==> config.mk <==
export PLATFORM = sky130hd
export DESIGN_NAME = encoder4x2_arb
export DESIGN_NICKNAME = d
export VERILOG_FILES = /design/src/rtl/encoder_pkg.sv /design/src/rtl/rr_pick4.sv /design/src/rtl/encoder4x2_arb.sv
export SDC_FILE = /design/constraint.sdc
export NUM_CORES = 1
export LEC_CHECK = 0
export ABC_AREA = 1
export CAP_MARGIN = 40
export CORE_AREA = 5 5 42 44
export DETAILED_ROUTE_END_ITERATION = 8
export DIE_AREA = 0 0 47 49
export GPL_ROUTABILITY_DRIVEN = 1
export PLACE_DENSITY_LB_ADDON = 0.05
export SLEW_MARGIN = 20
export SYNTH_ARGS = -nofsm -noshare
export SYNTH_HDL_FRONTEND = slang
export SYNTH_SLANG_ARGS = --single-unit
==> constraint.sdc <==
create_clock -name clk -period 1.3 [get_ports clk]
set_clock_uncertainty 0.15 [all_clocks]
set_input_delay 0.13 -clock clk [delete_from_list [all_inputs] [get_ports clk]]
set_output_delay 0.13 -clock clk [all_outputs]
set_load 0.01 [all_outputs]
==> src/rtl/encoder_pkg.sv <==
// Shared definitions for the 4-to-2 arbitrating encoder: request count and FSM state type.
package encoder_pkg;

   localparam int N_REQ = 4;

   typedef enum logic {
      IDLE = 1'b0,
      HOLD = 1'b1
   } state_t;

endpackage

==> src/rtl/rr_pick4.sv <==
// Combinational selector: scans req upward from ptr (modulo 4) and returns the first set bit.
// With ptr tied to zero this reduces to a lowest-index-wins priority encoder.
module rr_pick4 (
   input  logic [3:0] req,
   input  logic [1:0] ptr,
   output logic [1:0] idx,
   output logic       any
);

   logic       found;
   logic [1:0] pos;

   always_comb begin
      // NOTE: every variable written here gets a default first, so no path can infer a latch.
      idx   = ptr;
      found = 1'b0;
      pos   = ptr;
      for (int k = 0; k < 4; k++) begin
         // Two-bit addition wraps 3 back to 0 without an explicit modulo.
         pos = ptr + 2'(k);
         if (!found && req[pos]) begin
            idx   = pos;
            found = 1'b1;
         end
      end
      any = |req;
   end

endmodule

==> src/rtl/encoder4x2_arb.sv <==
// Registered 4-to-2 encoder with valid/ready hold. Define ENCODER_RR_EN for round-robin
// selection; otherwise the scan pointer is tied to zero and the lowest set request wins.
module encoder4x2_arb #(
   parameter int N_REQ = encoder_pkg::N_REQ
) (
   input  logic       clk,
   input  logic       reset,
   input  logic       enable,
   input  logic [3:0] req,
   input  logic       ready,
   output logic [1:0] idx,
   output logic       valid
);

   import encoder_pkg::state_t;
   import encoder_pkg::IDLE;
   import encoder_pkg::HOLD;

   if (N_REQ != 4) begin : g_bad_n_req
      $error("encoder4x2_arb supports only N_REQ = 4");
   end

   state_t     state;
   state_t     state_next;
   logic [1:0] ptr;
   logic [1:0] pick_idx;
   logic       pick_any;
   logic       grant;
   logic       handshake;

   rr_pick4 u_pick (
      .req (req),
      .ptr (ptr),
      .idx (pick_idx),
      .any (pick_any)
   );

   // State register
   always_ff @(posedge clk) begin
      // NOTE: sequential state uses non-blocking assignments so every register samples pre-edge values.
      if (reset) state <= IDLE;
      else       state <= state_next;
   end

   // Next-state logic
   always_comb begin
      state_next = state;
      unique case (state)
         IDLE: if (enable && pick_any) state_next = HOLD;
         HOLD: if (ready)              state_next = IDLE;
         default:                      state_next = IDLE;
      endcase
   end

   // Output and strobe decode; enable is deliberately ignored while holding.
   always_comb begin
      valid     = (state == HOLD);
      grant     = (state == IDLE) && enable && pick_any;
      handshake = (state == HOLD) && ready;
   end

   always_ff @(posedge clk) begin
      if (reset)      idx <= 2'b00;
      else if (grant) idx <= pick_idx;
   end

`ifdef ENCODER_RR_EN
   // The winner drops to lowest priority once the consumer has taken it.
   always_ff @(posedge clk) begin
      if (reset)          ptr <= 2'b00;
      else if (handshake) ptr <= idx + 2'd1;
   end
`else
   assign ptr = 2'b00;
`endif

endmodule

Word-level counts from Yosys, hierarchy flattened
Cells that the tools add are included. W data, S select, Z words.

Memories kept: 0. Bits in latches: 0. ROM bits: 0. Bits in writable memories: 0. Register bits: 3. Output and inout port bits: 3.

Mux-type cells: 9. Div/mod/pow operators: 0. Equality and inequality tests: 0. Bitwise logic cells: 1. Magnitude comparators: 0. Reductions and logical operators: 10. Multipliers: 0. $add $sub $neg: 0. Shift operators: 0.

Operators by type and width (count): $logic_and A1 B1 Y1 (6); $mux W1 (6); $mux W2 (2); $reduce_or A4 Y1 (1); $logic_not A1 Y1 (3); $pmux W1 S2 (1); $not A1 Y1 (1).

Longest topological paths before layout
Depth in word-level cells: 10. Mapped depth: 7. Mapped depth without buffers: 7.

Modules after synthesis
A second synthesis with hierarchy kept.

Cells, all modules: 81. Area, all modules: 422.9 um^2.

By module, submodules not included: rr_pick4 (instances 1, area an instance 292.8 um^2, cells each 62); encoder4x2_arb (instances 1, area an instance 130.1 um^2, cells each 19).

Worst setup path after synthesis
No wires, ideal clock.

Path type: register to register. Start point: register state (netlist: valid). End point: register idx[0]. Path slack: 0.283 ns. Arrival time: 0.754 ns. Stages on the path, launching flop included: 7. Path buffers: 0. Library setup time: 0.113 ns. Clock period less this slack: 1.017 ns. Cells stage by stage: dfxtp_1 > nor2_2 > nand2_1 > nand2_2 > nand2_1 > nand2_1 > nor2_1.

Longest elaborated chain between the ends: 3.

RTL lines: from (decl) (line encoder4x2_arb.sv:23) `state_t state;`; from (signal assigned) (line encoder4x2_arb.sv:42) `else state <= state_next;`; $not A1 Y1; $logic_and A1 B1 Y1 (2 in series) (line encoder4x2_arb.sv:58) `grant = (state == IDLE) && enable && pick_any;`; to (signal assigned) (line encoder4x2_arb.sv:64) `else if (grant) idx <= pick_idx;`; to (decl) (line encoder4x2_arb.sv:11) `output logic [1:0] idx,`.

No other way between the ends. A chain may end at the register's enable or synchronous reset.

Worst setup path in the final report
Start point: register state (netlist: valid). End point: output valid.

RTL lines: to (decl) (line encoder4x2_arb.sv:12) `output logic valid`.

No word-level cell between the ends.

==> results <==
==> flip-flops by register name, summed over array words and instances, names as in the netlist <==
name,cells
idx,2
valid,1
==> cell families after synthesis <==
logic type,synth area share [%]
compound gates,6.82
buf+inv,15.9
simple gates,40.9
flops,36.4
==> metal layers <==
| metal | vias to the layer above | share of wire (%) | wire [um] |
|---|---|---|---|
| met3 | 2 | 8.1 | 36 |
| met4 | 0 | 3.4 | 15 |
| met5 | - | 0 | 0 |
| li1 | 110 | - | - |
| met2 | 7 | 45 | 199 |
| met1 | 70 | 43 | 193 |
==> stage by stage <==
stage | util [%] | std cells | setup TNS [ns] | hold slack (ns)
final | 22.5 | 59 | 0 | 0.325
after global routing | 22.5 | 59 | 0 | 0.320
after CTS | 22.5 | 59 | 0 | 0.322
after detailed placement | 20.9 | 55 | -0.0209 | 0.320
after global placement | 20.9 | 55 | -0.0196 | 0.321
after floorplan | - | 28 | 0 | 0.0494
==> power breakdown <==
| group | total [mW] | internal [mW] | switching (mW) |
|---|---|---|---|
| combinational | 0.0756 | 0.0426 | 0.0330 |
| clock | 0.161 | 0.115 | 0.0465 |
| sequential | 0.107 | 0.102 | 0.00506 |
==> layout make-up <==
cell class	count	area (um2)
fill	170	1090
timing repair buffer	11	104
multi-input combinational	18	78.8
sequential	3	60.1
clock buffer	4	26.3
inverter	7	26.3
tap	16	20.0
==> worst min-delay path, cell delays in order, from the launching register on <==
cell and delay [ns]:
dfxtp_1 0.32, a21oi_1 0.05, nor2_1 0.07
==> final timing paths <==
check	from	to	slack, ns
worst max-delay path	valid$_SDFF_PP0_	valid	0.16
worst min-delay path	idx[1]$_SDFFE_PP0P_	idx[1]$_SDFFE_PP0P_	0.32
worst max register to register	valid$_SDFF_PP0_	idx[0]$_SDFFE_PP0P_	0.27
worst min register to register	idx[1]$_SDFFE_PP0P_	idx[1]$_SDFFE_PP0P_	0.32
==> cells in the final DEF (no fill, tap or decap), types with 2 or more instances in the layout <==
master	count
nand2_1	10
inv_1	7
clkdlybuf4s50_1	7
nor2_1	3
clkbuf_4	3
dfxtp_1	3
dlygate4sd2_1	3
nand2_2	2
==> impl_table.tex <==
\begin{tabular}{lr}
\hline
Metric & Value \\
\hline
\multicolumn{2}{l}{\textbf{Run status}} \\
\quad Result of the run & finished, final reports clean \\
\multicolumn{2}{l}{\textbf{Synth}} \\
\quad Proportion of synthesized flip-flops having asynchronous set or reset & 0\% \\
\quad Synthesized net count & 36 \\
\quad Top post-synthesis cells by count & 10 x nand2\_1, 7 x inv\_1, 3 x dfxtp\_1, 3 x nor2\_1, 2 x nand2\_2 \\
\quad Sequential fraction of the synthesis area & 36.4\% \\
\quad Syn\_area\_per\_cell & 5.90 um2 \\
\quad Warnings, synthesis & 0 \\
\quad Synth Instances & 28 \\
\quad Dominant cell by count in the synthesized netlist & nand2\_1 \\
\quad Count of state elements after synthesis & 3 \\
\quad Area fraction of the dominant cell type after synthesis & 36.4\% \\
\quad Primary flip-flop cell chosen by synthesis mapping & dfxtp\_1 \\
\quad Number of synthesized flops with an enable pin & 0 \\
\quad Summed instance area of the synthesized netlist & 165 um2 \\
\quad Count of unique library cells instantiated by Yosys & 8 \\
\quad Largest cells by area after synthesis & dfxtp\_1 36\%, nand2\_1 23\%, inv\_1 16\%, nand2\_2 7.6\%, nor2\_1 6.8\% \\
\quad Area leader, netlist & dfxtp\_1 \\
\multicolumn{2}{l}{\textbf{Timing}} \\
\quad Final Max Slew Viols & 0 \\
\quad Final Critical Period & 1.14 ns \\
\quad Achievable Freq & 878 MHz \\
\quad Minimum setup slack in the final design & 0.161 ns \\
\quad Max-slew headroom & 91.0\% \\
\quad Final setup violation count & 0 \\
\quad Period utilisation layout & 87.6\% \\
\quad RSZ-0062 raised after global routing & no \\
\quad Transition time at the pin with the least slew margin & 0.135 ns \\
\quad Final hold violation count & 0 \\
\multicolumn{2}{l}{\textbf{Die}} \\
\quad Die span in x & 47 um \\
\quad Initial Util & 11.8\% \\
\quad Number of placement rows & 14 \\
\quad Std-Cell Core Area & 1400 um2 \\
\quad Die outline height & 49 um \\
\quad Die Outline Area & 2300 um2 \\
\quad Ports placed on the boundary & 11 \\
\multicolumn{2}{l}{\textbf{Hold path}} \\
\quad Type of the most critical hold path & register to register \\
\quad Hold-critical path depth & 2 \\
\multicolumn{2}{l}{\textbf{CTS}} \\
\quad Clock buffers created by TritonCTS & 3 \\
\quad Number of cells upsized or downsized after cts & 3 \\
\quad Setup Buffers After CTS & 0 \\
\quad Clock tree from TritonCTS & built \\
\quad CTS H-tree lvls & 1 \\
\quad Total clock sinks & 3 \\
\quad Clock Tree Buf Depth & 2 \\
\quad Buffer cell driving the clock tree root & clkbuf\_4 \\
\quad Hold Buf Count CTS & 0 \\
\quad Clock latency of the later-clocked register in the worst-skew pair & 0.23 ns \\
\quad Clock transition at the registers of the reported paths & 0.04 ns \\
\multicolumn{2}{l}{\textbf{Placed design}} \\
\quad Post-place instance area & 293 um2 \\
\quad HPWL Detailed & 376 um \\
\quad Total of buffers placed on input and output ports & 10 \\
\quad Worst slack, placed & -0.0209 ns \\
\quad Gpl congestion & 0.634 \\
\multicolumn{2}{l}{\textbf{Route}} \\
\quad Total length of routed wires & 444 um \\
\quad Total number of vias & 189 \\
\quad Detailed Route Iter0 Violations & 4 \\
\quad Via density & 3.20 \\
\quad DRC errors left & 0 \\
\quad DR pass1 iterations & 3 \\
\quad Detail Route Antenna Nets & 0 \\
\quad Final routed wire length divided by cell count & 7.53 um \\
\multicolumn{2}{l}{\textbf{Worst setup path}} \\
\quad Library cell contributing the largest single delay on the critical path & dfxtp\_1 \\
\quad Critical path buffer and inverter count & 1 \\
\quad Startpoint type of the worst setup path & register \\
\quad Worst reg2reg path depth & 6 \\
\quad Largest stage delay on the critical path & 0.35 ns \\
\quad CP Class & register to primary output \\
\quad Kind of capture point of the worst setup path & primary output \\
\quad Cell family with the largest share of critical-path delay & flip-flops \\
\quad Cells along the critical path & dlygate4sd2\_1 \\
\quad Arrival time of the worst setup path & 0.86 ns \\
\quad Required time at the worst-slack endpoint & 1.02 ns \\
\quad Largest fanout of any net on the critical path & 3 \\
\quad Cell count along the critical path & 1 \\
\multicolumn{2}{l}{\textbf{Finish}} \\
\quad Area growth syn-to-layout & 90.9\% \\
\quad Net total in the final layout & 52 \\
\quad Final cell area excluding filler cells & 315 um2 \\
\quad Number of diodes added for antenna fixing & 0 \\
\quad Proportion of layout cells with a drive suffix above 1 & 16.3\% \\
\multicolumn{2}{l}{\textbf{Global routing}} \\
\quad Vias in the first global route & 200 \\
\quad Grt met1 use & 4.61\% \\
\quad Highest-utilization routing layer at the global route stage & met2 \\
\quad Grt ovf & 0 \\
\quad Number of antenna violations at the first check in global routing & 0 \\
\quad Maximum number of pins on one net before global-route repair & 4 \\
\quad Met2 Usage GRT & 6.11\% \\
\quad Fraction of met3 tracks used by global routing & 2.21\% \\
\quad Global-route wire length before repair & 703 um \\
\quad Global-route usage over all layers & 4.43\% \\
\multicolumn{2}{l}{\textbf{Pwr}} \\
\quad Ratio of total power to cell area & 1090 nW/um2 \\
\quad Max rail drop VDD & 381 uV \\
\quad Static leakage & 0.173 nW \\
\quad Power consumption & 344 uW \\
\multicolumn{2}{l}{\textbf{Flow run}} \\
\quad Number of max-capacitance violations reported & 0 \\
\hline
\end{tabular}
(Power assumes the default switching activity.)
